## src/rtl/contador_pkg.sv

```systemverilog
// Shared definitions for the push-button counter controller: FSM state
// encoding, debounce counter width and the press-action decision.
package contador_pkg;

    // Width of the debounce counter; wide enough for DEBOUNCE_CYCLES up to 2^20.
    localparam int DBCNT_W = 20;

    // Largest debounce length the counter can express (terminal value 2^20-1).
    localparam int DEBOUNCE_MAX = 1 << DBCNT_W;

    // Debounce FSM states.
    typedef enum logic [1:0] {
        IDLE       = 2'd0,
        DB_PRESS   = 2'd1,
        PRESSED    = 2'd2,
        DB_RELEASE = 2'd3
    } estado_t;

    // What an accepted press does to the downstream counter.
    typedef enum logic [1:0] {
        ACC_NONE = 2'd0,
        ACC_INC  = 2'd1,
        ACC_CLR  = 2'd2
    } accion_t;

    // A disabled press does nothing.  At or beyond the terminal count the press
    // clears the counter instead of incrementing, so an 8-bit counter with
    // limite=255 wraps by clearing and never overflows through an increment.
    function automatic accion_t decide_accion(input logic       habilita,
                                              input logic [7:0] conta,
                                              input logic [7:0] limite);
        accion_t acc;
        acc = ACC_NONE;
        if (habilita) begin
            if (conta >= limite) begin
                acc = ACC_CLR;
            end else begin
                acc = ACC_INC;
            end
        end
        return acc;
    endfunction

endpackage

```

## src/rtl/sincronizador.sv

```systemverilog
// Two-flop synchronizer bringing the raw push-button level into the clk domain.
module sincronizador (
    input  logic clk,
    input  logic reset,
    input  logic d,
    output logic q
);

    logic meta;

    // Two back-to-back flops; the first may go metastable, the second settles it.
    always_ff @(posedge clk) begin
        if (reset) begin
            meta <= 1'b0;
            q    <= 1'b0;
        end else begin
            meta <= d;
            q    <= meta;
        end
    end

endmodule

```

## src/rtl/control_contador.sv

```systemverilog
// Push-button controller for a downstream 8-bit counter.  The button is
// synchronized and debounced; each accepted press produces a single registered
// pulse: inc_o to advance the counter, or clr_o+tope_o when the count has
// reached the limit.  At integration, inc_o drives the counter's button/enable
// input and (clr_o | reset_i) drives the counter's synchronous reset.
module control_contador
    import contador_pkg::*;
#(
    parameter int DEBOUNCE_CYCLES = 100000
) (
    input  logic       clk,
    input  logic       reset_i,
    input  logic       boton_i,
    input  logic       habilita_i,
    input  logic [7:0] limite_i,
    input  logic [7:0] conta_i,
    output logic       inc_o,
    output logic       clr_o,
    output logic       tope_o,
    output logic       presionado_o
);

    // Reject debounce lengths the counter cannot represent.
    if (DEBOUNCE_CYCLES < 2 || DEBOUNCE_CYCLES > DEBOUNCE_MAX) begin : g_bad_debounce
        $error("control_contador: DEBOUNCE_CYCLES out of range 2..2^20");
    end

    // Terminal debounce count: the level has been stable for DEBOUNCE_CYCLES cycles.
    localparam logic [DBCNT_W-1:0] DB_LAST = DBCNT_W'(DEBOUNCE_CYCLES - 1);

    logic               s;
    estado_t            estado;
    estado_t            estado_sig;
    logic [DBCNT_W-1:0] dbcnt;
    logic [DBCNT_W-1:0] dbcnt_sig;
    logic               inc_sig;
    logic               clr_sig;
    logic               tope_sig;
    accion_t            accion;

    sincronizador u_sincronizador (
        .clk   (clk),
        .reset (reset_i),
        .d     (boton_i),
        .q     (s)
    );

    // The action is decided from the inputs present on the accepting cycle only.
    assign accion = decide_accion(habilita_i, conta_i, limite_i);

    // State, debounce counter and action pulses; reset overrides everything.
    always_ff @(posedge clk) begin
        if (reset_i) begin
            estado <= IDLE;
            dbcnt  <= '0;
            inc_o  <= 1'b0;
            clr_o  <= 1'b0;
            tope_o <= 1'b0;
        end else begin
            estado <= estado_sig;
            dbcnt  <= dbcnt_sig;
            inc_o  <= inc_sig;
            clr_o  <= clr_sig;
            tope_o <= tope_sig;
        end
    end

    // Next state and pulse requests; an action fires only on DB_PRESS -> PRESSED.
    always_comb begin
        estado_sig = estado;
        dbcnt_sig  = dbcnt;
        inc_sig    = 1'b0;
        clr_sig    = 1'b0;
        tope_sig   = 1'b0;
        case (estado)
            IDLE: begin
                if (s) begin
                    estado_sig = DB_PRESS;
                    dbcnt_sig  = '0;
                end
            end
            DB_PRESS: begin
                if (!s) begin
                    estado_sig = IDLE;
                end else if (dbcnt == DB_LAST) begin
                    estado_sig = PRESSED;
                    case (accion)
                        ACC_INC: inc_sig = 1'b1;
                        ACC_CLR: begin
                            clr_sig  = 1'b1;
                            tope_sig = 1'b1;
                        end
                        default: ;
                    endcase
                end else begin
                    dbcnt_sig = dbcnt + DBCNT_W'(1);
                end
            end
            PRESSED: begin
                if (!s) begin
                    estado_sig = DB_RELEASE;
                    dbcnt_sig  = '0;
                end
            end
            DB_RELEASE: begin
                if (s) begin
                    estado_sig = PRESSED;
                end else if (dbcnt == DB_LAST) begin
                    estado_sig = IDLE;
                end else begin
                    dbcnt_sig = dbcnt + DBCNT_W'(1);
                end
            end
            default: begin
                estado_sig = IDLE;
                dbcnt_sig  = '0;
            end
        endcase
    end

    assign presionado_o = (estado == PRESSED) || (estado == DB_RELEASE);

endmodule

```

## config.mk

```make
export PLATFORM = sky130hd
export DESIGN_NAME = control_contador
export DESIGN_NICKNAME = d
export VERILOG_FILES = /design/src/rtl/contador_pkg.sv /design/src/rtl/sincronizador.sv /design/src/rtl/control_contador.sv
export SDC_FILE = /design/constraint.sdc
export NUM_CORES = 1
export LEC_CHECK = 0
export ABC_AREA = 1
export BUFFER_PORTS_ARGS = -buffer_cell sky130_fd_sc_hd__buf_2
export CORE_ASPECT_RATIO = 0.8
export CORE_MARGIN = 2
export CORE_UTILIZATION = 38
export CTS_BUF_LIST = sky130_fd_sc_hd__clkbuf_16
export DETAILED_ROUTE_END_ITERATION = 16
export GPL_TIMING_DRIVEN = 0
export HOLD_SLACK_MARGIN = 0.06
export PLACE_DENSITY_LB_ADDON = 0.05
export SYNTH_ARGS = -nofsm -noshare
export SYNTH_HDL_FRONTEND = slang
export SYNTH_SLANG_ARGS = --single-unit
```

## constraint.sdc

```tcl
create_clock -name clk -period 3.09 [get_ports clk]
set_input_delay 0.618 -clock clk [delete_from_list [all_inputs] [get_ports clk]]
set_output_delay 0.618 -clock clk [all_outputs]
set_load 0.02 [all_outputs]
```

## Word level (Yosys, flattened, before mapping)

Cells that the tools add are included.

| operators by class | value |
|---|---|
| eq/ne operators | 12 |
| magnitude comparators | 1 |
| reductions and logical operators | 5 |
| multiplexer cells | 17 |
| bitwise gates (word level) | 3 |
| add/subtract/negate cells | 1 |

Operator list:

| cell | count |
|---|---|
| 20-bit 2-to-1 mux | 5 |
| 20-bit one-hot mux with 4 select lines | 1 |
| 20-bit by 1-bit adder with 20-bit output, second input constant | 1 |
| 20-bit by 17-bit == test with 1-bit output, second input constant | 1 |
| 2-bit 2-to-1 mux | 8 |
| 8-bit >= comparator | 1 |
| 2-bit one-hot mux with 4 select lines | 1 |
| 4-bit AND reduction | 2 |
| 2-bit == test, second input constant | 3 |
| 2-bit by 1-bit == test with 1-bit output, second input constant | 2 |
| 2-bit by 1-bit inequality test with 1-bit output, second input constant | 2 |
| 2-bit inequality test, second input constant | 2 |
| 4-bit OR reduction | 1 |
| 3-bit by 2-bit inequality test with 1-bit output, second input constant | 1 |
| 3-bit inequality test, second input constant | 1 |
| 1-bit NOT | 3 |
| 2-bit logical NOT | 1 |
| 1-bit 2-to-1 mux | 2 |
| 1-bit logical OR | 1 |

| storage, ports and cells | value |
|---|---|
| register bits after elaboration | 26 |
| bits of input ports | 20 |
| output and inout port bits | 4 |

## Logic depth before layout (Yosys ltp)

| logic depth | value |
|---|---|
| word-level depth | 5 |
| gate-level depth with buffers | 11 |

## Modules after synthesis

Synthesis repeated with hierarchy kept, for this count alone.

| second synthesis, totals | value |
|---|---|
| cell total of the unflattened synthesis | 268 |
| area total of the unflattened synthesis | 1761.7 µm² |

By module, submodules not included:

| module | area an instance (µm²) | cells an instance | times used |
|---|---|---|---|
| control_contador | 1706.6 | 262 | 1 |
| sincronizador | 55.1 | 6 | 1 |

## Worst setup path before layout

No wires, ideal clock.

| timing | value |
|---|---|
| path type | input port to flip-flop |
| from | in limite_i[5] |
| to | reg tope_o |
| required time | 2977 ps |
| setup slack | 1540 ps |
| buffers on the path | 0 |
| stages | 8 |
| arrival | 1437 ps |
| path through | inv_1 > ha_1 > a21oi_1 > nor2_1 > nor3b_1 > nand3_1 > inv_1 > nor2_1 |

| between the ends | value |
|---|---|
| word-level cells in the longest chain between the ends | 5 |

Ends and longest elaborated chain:

| item | RTL line | RTL |
|---|---|---|
| start: declaration | control_contador.sv:15 | `input logic [7:0] limite_i,` |
| 8-bit >= comparator | contador_pkg.sv:35 | `if (conta >= limite) begin` |
| 2-bit 2-to-1 mux | contador_pkg.sv:35 |  |
| 2-bit 2-to-1 mux | contador_pkg.sv:34 | `if (habilita) begin` |
| 2-bit == test | control_contador.sv:87 | `case (accion)` |
| 1-bit 2-to-1 mux | control_contador.sv:87 |  |
| end signal: assignment | control_contador.sv:64 | `tope_o <= tope_sig;` |
| end: declaration | control_contador.sv:19 | `output logic tope_o,` |

Every way passes these cells.
A chain may end at the register's enable or synchronous reset.

## Final worst setup path

| timing | value |
|---|---|
| from | reg dbcnt[0] |
| to | reg dbcnt[14] |

| between the ends | value |
|---|---|
| word-level cells in the longest chain between the ends | 4 |
| elaborated cells on any way between the ends | 6 |

Ends and longest elaborated chain:

| item | RTL line | RTL |
|---|---|---|
| start: declaration | control_contador.sv:34 | `logic [DBCNT_W-1:0] dbcnt;` |
| start signal: assignment | control_contador.sv:61 | `dbcnt <= dbcnt_sig;` |
| 20-bit by 1-bit adder with 20-bit output or 20-bit by 17-bit == test with 1-bit output (tied branches) | - |  |
| 20-bit 2-to-1 mux * | control_contador.sv:85, control_contador.sv:108 |  |
| 20-bit 2-to-1 mux, on equally long branches | control_contador.sv:106, control_contador.sv:83 |  |
| 20-bit one-hot mux with 4 select lines * | control_contador.sv:75 | `case (estado)` |

Mark *: on every way between the ends. The rest lies on a longest branch, timed or not. The select of a mux whose other input is x is not followed.

==> results.sh <==
export IMPL_status="finished, final reports clean"
export IMPL_min_from="u_sincronizador.meta"
export IMPL_synth_common_cells="52 x nand2_1, 38 x inv_1, 37 x nor2_1"
export IMPL_fin_crit_ns=1.69
export IMPL_hold_depth=2
export IMPL_synth_main_ff_cell="dfxtp_1"
export IMPL_routed_via_density=4.85
export IMPL_power_switching_uw=161
export IMPL_syn_avg_cell_area_um2=6.64
export IMPL_slew_viol_final=0
export IMPL_die_height_um=66.8
export IMPL_p_comb_frac=0.072
export IMPL_cts_tree="done"
export IMPL_num_rows=22
export IMPL_drive_above_1_share=0.188
export IMPL_r2r_slack_ns=1.40
export IMPL_hp_class="reg2reg"
export IMPL_p_seq_frac=0.434
export IMPL_clock_root_buffer="clkbuf_16"
export IMPL_first_iter_violations=110
export IMPL_synth_top_area_cell="dfxtp_1"
export IMPL_worst_pin_slew_ns=0.468
export IMPL_grt_max_degree=16
export IMPL_hpwl_mm=3.55
export IMPL_tns_ns=0
export IMPL_vias=1784
export IMPL_multiInputGateArea_mm2=0.00113
export IMPL_synth_edf_count=0
export IMPL_clk_pin_slew_ns=0.07
export IMPL_setup_viol=0
export IMPL_yosysMostFrequentCell="nand2_1"
export IMPL_grt_pass1_vias=1667
export IMPL_ctsHoldBuffers=0
export IMPL_die_area_mm2=0.00551
export IMPL_critPathMaxFanout=6
export IMPL_ys_seq_area_frac=0.278
export IMPL_grt_usage=0.192
export IMPL_fmax_mhz=591
export IMPL_h_tree_depth=1
export IMPL_gr_total_overflow=0
export IMPL_worstPathArrival_ns=1.83
export IMPL_skew_ns=0.00198
export IMPL_swShare=0.207
export IMPL_numPortBuffers=22
export IMPL_async_flop_share=0
export IMPL_reg2reg_from="dbcnt[0]"
export IMPL_syn_to_final_growth_pct=15.5
export IMPL_synth_cells=282
export IMPL_reg2reg_depth=8
export IMPL_whs_endpoint="u_sincronizador.q"
export IMPL_rsz0062_at_grt="false"
export IMPL_start_util=0.402
export IMPL_grt_pass1_wl_mm=7.86
export IMPL_start_kind="register"
export IMPL_clk_latency_ns=0.26
export IMPL_clockPowerShare=0.495
export IMPL_cts_buffers_inserted=3
export IMPL_wl_per_cell_um=12.6
export IMPL_ys_warnings_count=0
export IMPL_antenna_found_initial=0
export IMPL_critPathCaptureType="register"
export IMPL_synth_top_cells_by_area="dfxtp_1 28%, nand2_1 10%, nand3_1 8.8%"
export IMPL_synth_cell_type_count=32
export IMPL_finalCritPeriodShare=0.547
export IMPL_hold_viol=0
export IMPL_clock_sinks=26
export IMPL_die_w_um=82.5
export IMPL_synth_top_area_share=0.278
export IMPL_relSlewSlack=0.688
export IMPL_num_io_pins=24
export IMPL_final_core_util=0.465
export IMPL_fill_cells=497
export IMPL_syn_area_mm2=0.00187
export IMPL_diodes=0
export IMPL_crit_required_ns=3.23
export IMPL_power_internal_uw=617
export IMPL_postCtsSetupRepairBufs=0
export IMPL_syn_nets=311
export IMPL_clk_path_buf_depth=2
export IMPL_core_area_mm2=0.00465
export IMPL_synth_seq_cells=26
export IMPL_globalplace_congestion=0.858
export IMPL_cellPowerDensity_mw_per_mm2=360
export IMPL_reg2reg_to="dbcnt[14]"
export IMPL_firstDrtPassIters=4
export IMPL_cts_resized_gates=0
export IMPL_ant_nets=0
export IMPL_ir_drop_uv=253
export IMPL_seqCellArea_um2=520
export IMPL_drt_wl_total_mm=4.65
export IMPL_maxCapViolations=0
export IMPL_final_nets=338
export IMPL_critPathKind="reg2reg"
export IMPL_drcViolationCount=0
export IMPL_leakage_uw=0.000881
[kinds of logic after synthesis]
family / after synthesis / share of synthesized area
AND/OR/NAND/NOR: 160 / 0.426
XOR/XNOR: 7 / 0.0328
AO/OA/AOI/OAI: 29 / 0.0829
flip-flops: 26 / 0.278
buffers and inverters: 51 / 0.120
adder cells (fa/ha/maj): 9 / 0.0602
[power groups by stage]
stage          clock, uW  combinational [uW]  sequential, uW
4_1_cts              396                56.8             337
3_5_place_dp           0                56.5             345
3_3_place_gp           0                55.8             345
2_1_floorplan          0                34.6             345
6_report             385                55.8             338
5_1_grt              407                64.2             338
[area by class of cell]
type,count,share of cell area
Multi-Input combinational cell,205,0.521
Sequential cell,26,0.241
Inverter,43,0.0752
Timing Repair Buffer,22,0.0509
Clock buffer,3,0.0347
Tap cell,60,0.0347
Buffer,8,0.0284
Clock inverter,1,0.0139
[flip-flops by register name, summed over array words and instances (netlist names), named ones only]
register	flops
dbcnt	20
estado	1
inc_o	1
tope_o	1
u_sincronizador.meta	1
u_sincronizador.q	1
[worst max-delay path by stage]
| stage | start | endpoint | slack, ns | cells past startpoint |
|---|---|---|---|---|
| after floorplan | limite_i[5] | tope_o | 1.54 | 8 |
| after global placement | limite_i[5] | tope_o | 1.34 | 9 |
| after detailed placement | limite_i[5] | tope_o | 1.31 | 9 |
| after CTS | dbcnt[0] | dbcnt[14] | 1.39 | 8 |
| after global routing | dbcnt[0] | dbcnt[14] | 1.23 | 8 |
| final | dbcnt[0] | dbcnt[14] | 1.40 | 8 |
[per-stage QoR]
stage / instances / hold WS, ns / total power (uW) / instance area [um^2] / worst slack, ns
4_1_cts: 368 / 0.406 / 790 / 2160 / 1.39
3_5_place_dp: 364 / 0.396 / 402 / 2060 / 1.31
5_1_grt: 368 / 0.447 / 808 / 2160 / 1.23
6_report: 368 / 0.405 / 779 / 2160 / 1.40
2_1_floorplan: 282 / 0.388 / 380 / 1870 / 1.54
3_3_place_gp: 364 / 0.390 / 401 / 2060 / 1.34
[cells in the final DEF, fill, tap and decap left out, types with 2 or more instances in the layout]
master	count
nand2_1	52
inv_1	38
nor2_1	37
nand3_1	33
dfxtp_1	26
buf_2	23
a21oi_1	19
ha_1	9
nand4_1	8
o21ai_0	7
xor2_1	6
nand2_2	6
nor2_4	6
nor2_2	4
nor3_1	4
clkbuf_1	3
nand2_4	3
clkbuf_16	3
clkinv_1	2
inv_2	2
nand3_2	2
buf_6	2
a21oi_2	2
[routing by layer]
layer,global-route usage,part of all wire
met3,0.0434,0.070
met2,0.302,0.43
met5,0,0
met4,0.0396,0.0065
met1,0.265,0.49
[worst max-delay path, cell delays in order, from the launching register on]
cell and delay, ns:
dfxtp_1 0.37, ha_1 0.22, inv_1 0.09, nor2_4 0.22, nand3_1 0.14, nor2_1 0.22, nand3_1 0.14, nand3_1 0.11
a21oi_1 0.06
Power figures use the tool's default switching activity.
